===== config.mk =====
export PLATFORM = sky130hd
export DESIGN_NAME = sr_universal_register
export DESIGN_NICKNAME = d
export VERILOG_FILES = /design/src/rtl/sr_universal_register.sv
export SDC_FILE = /design/constraint.sdc
export NUM_CORES = 1
export LEC_CHECK = 0
export BUFFER_PORTS_ARGS = -buffer_cell sky130_fd_sc_hd__clkbuf_2
export CAP_MARGIN = 5
export CORE_AREA = 2 2 60 76
export DETAILED_ROUTE_END_ITERATION = 10
export DIE_AREA = 0 0 62 78
export PLACE_DENSITY_LB_ADDON = 0.15
export SYNTH_ARGS = -nofsm -noshare
export SYNTH_HDL_FRONTEND = slang
export SYNTH_SLANG_ARGS = --single-unit

===== constraint.sdc =====
create_clock -name clock -period 2.39 [get_ports clock]
set_input_delay 0.1195 -clock clock [delete_from_list [all_inputs] [get_ports clock]]
set_output_delay 0.1195 -clock clock [all_outputs]
set_load 0.005 [all_outputs]

===== src/rtl/sr_universal_register.sv =====
// ---------------------------------------------------------------------------
// sr_universal_register
//
// WIDTH-bit edge-triggered universal register. It replaces the gated D latch
// and NOR SR latch pair with one clocked storage/shift element. Each rising
// edge does three things:
//   1. It picks a mode result from hold, parallel load, shift left or
//      shift right.
//   2. It applies the per-bit set/clear masks. Clear wins where both are set.
//   3. It stores the result and flags whether the stored value changed.
//
// Ports:
//   clock     rising-edge clock
//   reset_n   asynchronous active-low reset; q <= RESET_VALUE, changed <= 0
//   en        mode-operation enable; en=0 makes the mode path hold
//   mode      00 hold, 01 load, 10 shift left, 11 shift right
//   d         parallel load data
//   ser_in_l  serial input entering bit 0 on shift left
//   ser_in_r  serial input entering bit WIDTH-1 on shift right
//   set_mask  per-bit synchronous set (applied even when en=0)
//   clr_mask  per-bit synchronous clear (beats set_mask)
//   q         registered state
//   q_n       bitwise complement of q, combinational, so no skew against q
//   ser_out   bit that the current shift mode will discard next (for cascading)
//   changed   registered; high for the cycle after an edge that changed q
// ---------------------------------------------------------------------------
module sr_universal_register #(
   parameter int               WIDTH       = 8,
   parameter logic [WIDTH-1:0] RESET_VALUE = '0
) (
   input  logic             clock,
   input  logic             reset_n,
   input  logic             en,
   input  logic [1:0]       mode,
   input  logic [WIDTH-1:0] d,
   input  logic             ser_in_l,
   input  logic             ser_in_r,
   input  logic [WIDTH-1:0] set_mask,
   input  logic [WIDTH-1:0] clr_mask,
   output logic [WIDTH-1:0] q,
   output logic [WIDTH-1:0] q_n,
   output logic             ser_out,
   output logic             changed
);

   typedef enum logic [1:0] {
      MODE_HOLD  = 2'b00,
      MODE_LOAD  = 2'b01,
      MODE_SHL   = 2'b10,
      MODE_SHR   = 2'b11
   } mode_e;

   mode_e            mode_sel;
   logic [WIDTH-1:0] mode_res;
   logic [WIDTH-1:0] state_d, state_q;
   logic             changed_d, changed_q;

   assign mode_sel = mode_e'(mode);

   // Next-state path. Each mode case reads only its own operands. This means
   // d and the serial inputs can be X while their mode is not selected.
   always_comb begin
      // NOTE: every variable written here gets a default first, so no path
      // can leave it unassigned and infer a latch.
      mode_res = state_q;
      if (en) begin
         case (mode_sel)
            MODE_HOLD: mode_res = state_q;
            MODE_LOAD: mode_res = d;
            MODE_SHL:  mode_res = {state_q[WIDTH-2:0], ser_in_l};
            MODE_SHR:  mode_res = {ser_in_r, state_q[WIDTH-1:1]};
         endcase
      end
      // Clear is applied last, so a bit with both masks set ends up 0. This
      // is how the forbidden SR state is resolved.
      state_d   = (mode_res | set_mask) & ~clr_mask;
      changed_d = (state_d != state_q);
   end

   // NOTE: sequential state uses non-blocking assignments only. All flops
   // then sample the same pre-edge values, whatever the process order.
   always_ff @(posedge clock or negedge reset_n) begin
      if (!reset_n) begin
         state_q   <= RESET_VALUE;
         changed_q <= 1'b0;
      end else begin
         state_q   <= state_d;
         changed_q <= changed_d;
      end
   end

   // ser_out depends only on q and mode, not on en. A downstream stage can
   // then see the outgoing bit before it decides whether to shift.
   always_comb begin
      ser_out = 1'b0;
      case (mode_sel)
         MODE_SHL: ser_out = state_q[WIDTH-1];
         MODE_SHR: ser_out = state_q[0];
         default:  ser_out = 1'b0;
      endcase
   end

   assign q       = state_q;
   assign q_n     = ~state_q;
   assign changed = changed_q;

endmodule


==> metrics, run 1 <==
port bufs=48; Synth top area share=22.9%; Worst Slack Setup Final=528 ps; P_leak=0.615 nW; Starting Density=24.2%; All-Layer GR Usage=16.3%; share of flip-flops with an asynchronous set or reset=100%; CP max stage cell=dfrtp_1; Main synth FF type=dfrtp_1; Max-Cap Viols=0; Synth area leaders=dfrtp_1 23%, nor2_1 8.0%, a22oi_1 7.6%; outcome=completed; Post-synth EDFFs=0; CP Data Arrival Time=1990 ps; Buf/Inv on CP=0; Pins Over Slew Limit=0; Post-DP Area=0.00124 mm2; final number of setup-violating endpoints=0; H-tree Lvls=1; die height=78 um; Cells after Synth=130; Core ar.=0.00407 mm2; DRT iter0 DRCs=84; Synth Warn #=0; CP endpoint kind=flop; total grt overflow=0; CTS Root Buffer Type=clkbuf_8; DR vias/cell=5.13; Net Count, Synth=161; fillers=469; Final Wtd Congestion=0.897; DP HPWL=3.00 mm; initial antenna violation count=0; Register-to-Register Path Depth=5; post-route antenna net violation count=0; worst stage delay on the critical path=500 ps; Slew HR=75.8%; delay-heaviest family, CP=multiplexers; routed len/inst=16.1 um; clk slew on worst S/H paths=50 ps; unrepaired setup endpoints after global routing=false; clk buf depth=2; fin crit period=1860 ps; Final Hold Vio Count=0; DIE AREA=0.00484 mm2; Setup TNS=0 ps; final worst-path cycle share=77.9%; Post-Syn Area=985 um2; Hold Path Depth=2; clk_skew=1.03 ps; WP depth=5; Place WS=545 ps; WL final=3.71 mm; Peak Freq=537 MHz; most frequent cells in the layout=48 x clkbuf_2, 21 x nor2_1, 12 x inv_1; routed vias=1,184; register area=225 um2; crit path kind=reg -> reg; Finished Cell Area=0.00130 mm2; pin count of the biggest net entering global routing=16; Nets=207; CP Cell Sequence=mux2i_1 > mux2_2 > a211oi_2 > nand4_1 > a211o_1; Diodes inserted=0; worst skew pair latency=240 ps; HP Class=in -> reg; flops & latches, synth=9; Mapped Avg Cell Area=7.57 um2; Seq/Total Area, Yosys=22.9%; layout cells sized above 1=35.4%; Pwr Density=450 mW/mm2; Worst EP required=2510 ps; count of cell types in the netlist=37; drt drc=0; Clock Sinks=9; VDD IR max=0.213 mV; CTS resizes=0; CTS Buf Count=3; CTS tree=yes; Slew @ Worst Pin=354 ps; Row Count=26; area of the multi-input gates=646 um2; I/O pin count=49; Yosys top cell by area=dfrtp_1; Die X-Extent=62 um; number of global-route vias before repair=1,260; drt first pass iters=4; commonest non-fill, non-tap cell in the layout=clkbuf_2; Area growth syn-to-layout=31.6%; Max FO, Critical Path=9; first-pass GRT wire length=6.00 mm; CP startpoint kind=flop; hold slack final=60.7 ps
==> worst register-to-register path: stages, from the launching register on <==
cell and delay, ps:
dfrtp_1 500, mux2i_1 250, mux2_2 370, a211oi_2 230, nand4_1 110, a211o_1 300
==> per-layer routing <==
metal  wire (um)  global-route usage, %  vias to the layer above
met3         169                   1.50                       10
met2        1960                   27.3                       46
met4          87                   6.17                        0
met5           0                      0                        -
met1        1500                   20.9                      560
li1            -                      -                      568
==> path summary, 6_finish.rpt <==
kind                           end  slack (ps)   startpoint
setup reg to reg           changed         530         q[1]
max in group asynchronous     q[2]        1890      reset_n
setup / recovery           changed         530         q[1]
hold reg to reg               q[5]         660         q[5]
hold / removal                q[7]          60  clr_mask[7]
min in group asynchronous     q[3]         290      reset_n
==> metrics by stage <==
step                      cells  util (%)  total power [W]
after CTS                   231      31.9         0.000589
after detailed placement    226      30.5         0.000396
after global routing        231      31.9         0.000623
after floorplan             130         -         0.000308
final                       231      31.9         0.000584
after global placement      226      30.5         0.000398
==> layout make-up <==
cell class / count / area share (%)
Inverter: 12 / 3.47
Sequential cell: 9 / 17.4
Timing Repair Buffer: 51 / 20.5
Clock buffer: 4 / 3.47
Multi-Input combinational cell: 99 / 49.8
Tap cell: 56 / 5.41
==> timing repair <==
| item | in CTS | in global routing |
|---|---|---|
| setup buffers | 0 | 0 |
| setup endpoints to repair | 0 | 0 |
| hold buffers | 1 | 0 |
| hold endpoints to repair | 9 | 0 |
==> registers in the layout, indices dropped and copies added (netlist names) <==
name / count
q: 8
changed: 1
==> where the power goes <==
part	internal (W)	total, W	leakage [nW]	switching (W)
Clock	0.000117	0.000189	0.0228	0.0000717
Combinational	0.0000946	0.000203	0.484	0.000109
Sequential	0.000164	0.000191	0.109	0.0000276
Total	0.000375	0.000584	0.615	0.000208
==> cell families (layout without fill, tap and decap cells) <==
group           count (synthesis)  count (layout)  share of synthesized area, %
buf+inv                        22              67                          11.6
simple gates                   49              49                          24.5
mux                            10              10                          11.2
compound gates                 40              40                          29.9
flops                           9               9                          22.9
==> cells in the mapped netlist (2+ instances only) <==
library cell,number
buf_2,4
mux2_2,6
nand3b_1,2
mux2_1,2
nand3_1,7
nor2_1,21
nand2_1,7
a211oi_1,4
clkbuf_1,3
a221oi_1,2
o21ai_0,3
mux2i_1,2
nor3b_1,2
buf_6,2
a31oi_1,2
a22oi_1,10
nor3_1,2
dfrtp_1,9
a21oi_1,6
and3_1,2
inv_1,12
a22o_1,4
nand4_1,2
Note: power is estimated with default switching activity, not from simulation.
==> inputs of run 2 (changes only) <==
==> constraint.sdc (replaced) <==
create_clock -name clock -period 1.9 [get_ports clock]
set_input_delay 0.095 -clock clock [delete_from_list [all_inputs] [get_ports clock]]
set_output_delay 0.095 -clock clock [all_outputs]
set_load 0.005 [all_outputs]
==> metrics, run 2 (synthesis gave the netlist of run 1 again) <==
Area growth syn-to-layout=36.2%; Worst EP required=2040 ps (-470 ps); CP max stage cell=dfrtp_1; CTS tree=yes; layout cells sized above 1=37.6% (+2.1 points); Slew HR=66.5% (-9.3 points); worst skew pair latency=250 ps (about the same); Core ar.=0.00407 mm2 (unchanged); Slew @ Worst Pin=490 ps (+137 ps); total grt overflow=0 (unchanged); I/O pin count=49 (unchanged); outcome=completed; Post-CTS Setup Inserts=0 (unchanged); DP HPWL=3.06 mm (+2.3%); routed vias=1,204 (+1.7%); Buf/Inv on CP=0 (unchanged); WL final=3.86 mm (+4.0%); CTS Root Buffer Type=clkbuf_8; drt first pass iters=5 (+1); VDD IR max=0.206 mV (-3.3%); Max FO, Critical Path=2 (-7); DRT iter0 DRCs=69 (-18%); CP endpoint kind=flop; H-tree Lvls=1 (unchanged); unrepaired setup endpoints after global routing=false; delay-heaviest family, CP=multiplexers; Final Wtd Congestion=0.872 (-2.8%); Most flops, register=q; pin count of the biggest net entering global routing=19 (+3); final worst-path cycle share=90.9% (+13 points); HP Class=in -> reg; final number of setup-violating endpoints=0 (unchanged); crit path kind=reg -> reg; drt drc=0 (unchanged); Top Registers=q (8), changed (1); max reg flops=8 (unchanged); Die X-Extent=62 um (unchanged); Row Count=26 (unchanged); DIE AREA=0.00484 mm2 (unchanged); Clock Sinks=9 (unchanged); number of global-route vias before repair=1,216 (-3.5%); Pins Over Slew Limit=0 (unchanged); CP Cell Sequence=mux2i_1 > mux2_2 > a211oi_2 > nand4_1 > a211o_1; Starting Density=24.2% (unchanged); fin crit period=1730 ps (-135 ps); Nets=213 (+2.9%); clk buf depth=2 (unchanged); most frequent cells in the layout=48 x clkbuf_2, 21 x nor2_1, 12 x inv_1; Final Hold Vio Count=0 (unchanged); first-pass GRT wire length=5.98 mm (-0.23%); CP startpoint kind=flop; Peak Freq=579 MHz (+7.8%); CP Data Arrival Time=1860 ps (-130 ps); post-route antenna net violation count=0 (unchanged); clk_skew=11.5 ps (+10.5 ps); initial antenna violation count=0 (unchanged); Setup TNS=0 ps (unchanged); DR vias/cell=5.08 (-0.89%); CTS Buf Count=3 (unchanged); die height=78 um (unchanged); Max-Cap Viols=0 (unchanged); Pwr Density=567 mW/mm2 (+26%); P_leak=0.645 nW (+4.9%); Diodes inserted=0 (unchanged); hold slack final=33.3 ps (-27.4 ps); clk slew on worst S/H paths=60 ps (about the same); worst stage delay on the critical path=390 ps (-110 ps); port bufs=48 (unchanged); commonest non-fill, non-tap cell in the layout=clkbuf_2; All-Layer GR Usage=16.5% (+0.16 points); routed len/inst=16.3 um (+1.4%)
-- run 2: metrics by stage --
step / utilization, % / setup slack, ps / cells / power [W] / instance area, um2
floorplan: - / 147 / 130 / 0.000388 / 985
global placement: 31.6 / 146 / 232 / 0.000514 / 1290
detailed placement: 31.6 / 134 / 232 / 0.000512 / 1290
CTS: 33.0 / 171 / 237 / 0.000759 / 1340
global route: 33.0 / 52.3 / 237 / 0.000803 / 1340
finish: 33.0 / 172 / 237 / 0.000760 / 1340
-- run 2: path summary, 6_finish.rpt --
path	startpoint	endpoint	slack (ps)	cells after the start
setup / recovery	q[1]	changed	170	5
hold / removal	clr_mask[6]	q[6]	30	2
min in group asynchronous	reset_n	changed	270	2
max in group asynchronous	reset_n	q[0]	1390	2
hold reg to reg	q[5]	q[5]	670	2
setup reg to reg	q[1]	changed	170	5
-- run 2: repair_timing --
action,4_1_cts,5_1_grt
resized for setup,0,0
endpoints found under the hold margin,9,0
hold buffers,1,0
-- run 2: area by class of cell --
type | count | area, um2
fillers | 453 | 2730
multi-input cells | 99 | 646
repair buffers | 57 | 310
flip-flops and latches | 9 | 225
well taps | 56 | 70.1
clock buffers | 4 | 45.0
inverters | 12 | 45.0
-- run 2: power breakdown --
group / total [W] / switching, W / internal, W
combinational: 0.000282 / 0.000151 / 0.000131
clock: 0.000250 / 0.000102 / 0.000148
sequential: 0.000228 / 0.0000225 / 0.000206
-- run 2: metal layers --
layer | wire (um) | GRT usage (%) | vias to the layer above
met3 | 230 | 2.67 | 8
met1 | 1560 | 20.4 | 560
met4 | 82 | 5.74 | 0
li1 | - | - | 581
met5 | 0 | 0 | -
met2 | 1990 | 27.7 | 55
==> inputs of run 3 (changes only) <==
--- a/config.mk
+++ b/config.mk
@@ -10,6 +10,7 @@
 export CORE_AREA = 2 2 60 76
 export DETAILED_ROUTE_END_ITERATION = 10
 export DIE_AREA = 0 0 62 78
+export GPL_ROUTABILITY_DRIVEN = 0
 export PLACE_DENSITY_LB_ADDON = 0.15
 export SYNTH_ARGS = -nofsm -noshare
 export SYNTH_HDL_FRONTEND = slang
==> constraint.sdc (replaced) <==
create_clock -name clock -period 1.43 [get_ports clock]
set_input_delay 0.0715 -clock clock [delete_from_list [all_inputs] [get_ports clock]]
set_output_delay 0.0715 -clock clock [all_outputs]
set_load 0.005 [all_outputs]
==> metrics, run 3 (synthesis gave the netlist of run 1 again) <==
number of global-route vias before repair=1,268 (+4.3%); max reg flops=8 (unchanged); CP max stage cell=dfrtp_1; worst skew pair latency=230 ps (-20 ps); Max-Cap Viols=0 (unchanged); routed len/inst=15.1 um (-7.2%); Area growth syn-to-layout=63.3%; outcome=finished, violations left; Setup crit end=changed; routed vias=1,322 (+9.8%); Max FO, Critical Path=2 (unchanged); Worst Slack Setup Final=-228 ps (-401 ps); Pins Over Slew Limit=0 (unchanged); DIE AREA=0.00484 mm2 (unchanged); DRT iter0 DRCs=62 (-10%); CTS Buf Count=3 (unchanged); Row Count=26 (unchanged); Nets=242 (+14%); die height=78 um (unchanged); Pwr Density=684 mW/mm2 (+21%); Diodes inserted=0 (unchanged); Post-DP Area=0.00149 mm2 (+16%); Slew @ Worst Pin=460 ps (-30.5 ps); clk slew on worst S/H paths=50 ps (about the same); VDD IR max=0.408 mV (+98%); drt drc=0 (unchanged); total power=0.00110 W (+45%); reg-to-reg endpoint=changed; failing checks=negative setup slack; final number of setup-violating endpoints=1 (+1); unrepaired setup endpoints after global routing=true; clk buf depth=2 (unchanged); Top Registers=q (8), changed (1); clock power share=27.9% (-5.0 points); commonest non-fill, non-tap cell in the layout=clkbuf_2; most frequent cells in the layout=48 x clkbuf_2, 37 x buf_4, 21 x nor2_1; post-route antenna net violation count=0 (unchanged); R2R setup slack=-230 ps (-400 ps); total grt overflow=0 (unchanged); port bufs=48 (unchanged); drt first pass iters=4 (-1); fin crit period=1660 ps (-69.2 ps); CP Cell Sequence=mux2i_2 > mux2_4 > a211oi_2 > nand4_1 > a211o_1; FF-to-FF Start=q[1]; DP HPWL=3.28 mm (+6.9%); Core ar.=0.00407 mm2 (unchanged); Sw Ratio=34.0% (-2.3 points); CP startpoint kind=flop; CTS Root Buffer Type=clkbuf_8; CTS tree=yes; Net Sw Power=0.000373 W (+36%); Sequential Power Share=26.9% (-3.1 points); final worst-path cycle share=116% (+25 points); Cell Int Power=0.000726 W (+50%); DP Cell Count=259 (+12%); crit path kind=reg -> reg; HP Class=in -> reg; first-pass GRT wire length=6.20 mm (+3.7%); worst stage delay on the critical path=410 ps (+20 ps); CP endpoint kind=flop; P_leak=0.793 nW (+23%); Worst EP required=1540 ps (-500 ps); CP Data Arrival Time=1770 ps (-90 ps); WL final=4.02 mm (+4.1%); Final Hold Vio Count=0 (unchanged); Most flops, register=q; Die X-Extent=62 um (unchanged); H-tree Lvls=1 (unchanged); clk_skew=3.47 ps (-8.07 ps); Finished Cell Area=0.00161 mm2 (+20%); layout cells sized above 1=51.4% (+14 points); Clock Sinks=9 (unchanged); Final Util=39.5% (+6.6 points); All-Layer GR Usage=17.0% (+0.49 points); Gate power share=45.1% (+8.0 points); Place WS=-223 ps (-357 ps); I/O pin count=49 (unchanged); Non-Filler Instances=266 (+12%); crit path from=q[1]; Peak Freq=603 MHz (+4.2%); Register-to-Register Path Depth=5 (unchanged); Starting Density=24.2% (unchanged); initial antenna violation count=0 (unchanged); Slew HR=68.6% (+2.1 points); DR vias/cell=4.97 (-2.2%); pin count of the biggest net entering global routing=13 (-6)
-- run 3: area by class of cell --
cell class | count | area [um2]
fill | 453 | 2460
multi-input combinational | 99 | 692
clock buffer | 4 | 45.0
timing repair buffer | 86 | 528
sequential | 9 | 228
tap | 56 | 70.1
inverter | 12 | 45.0
-- run 3: how the worst min path moves through the flow --
stage                      startpoint  cells past startpoint       to  slack [ps]
after floorplan               reset_n                      0  changed        -220
after global placement        reset_n                      1     q[7]         -40
after detailed placement      reset_n                      1     q[7]         -40
after CTS                 clr_mask[5]                      2     q[5]          20
after global routing      clr_mask[5]                      2     q[5]          20
final                     clr_mask[5]                      2     q[5]          20
-- run 3: power by group through the flow --
stage / registers [W] / logic [W] / clock network (W)
after floorplan: 0.000299 / 0.000220 / 0
after global placement: 0.000298 / 0.000463 / 0
after detailed placement: 0.000298 / 0.000461 / 0
after CTS: 0.000294 / 0.000475 / 0.000315
after global routing: 0.000299 / 0.000544 / 0.000328
final: 0.000296 / 0.000496 / 0.000307
-- run 3: metrics by stage --
stage	hold WS (ps)	setup TNS, ps
floorplan	-224	-243
CTS	15.4	-252
finish	17.0	-228
global route	20.9	-346
global placement	-42.6	-255
detailed placement	-40.2	-299
-- run 3: worst max-delay path, delay by kind of cell, from the launching register on --
kind            cells  cell delay [ps]
simple gates        1              120
flops               1              410
mux                 2              550
compound gates      2              460
-- run 3: layer usage --
metal,track usage (%),up-vias,share of wire [%]
li1,-,636,-
met1,21.8,644,41
met2,28.3,40,52
met3,2.17,2,5.4
met4,5.53,0,0.85
met5,0,-,0
-- run 3: what timing repair did --
action	in CTS	in global routing
setup buffers	2	0
hold endpoints to repair	9	0
pin swaps	0	5
endpoints found under the setup margin	3	6
hold buffers	1	0
gates resized for setup	1	12
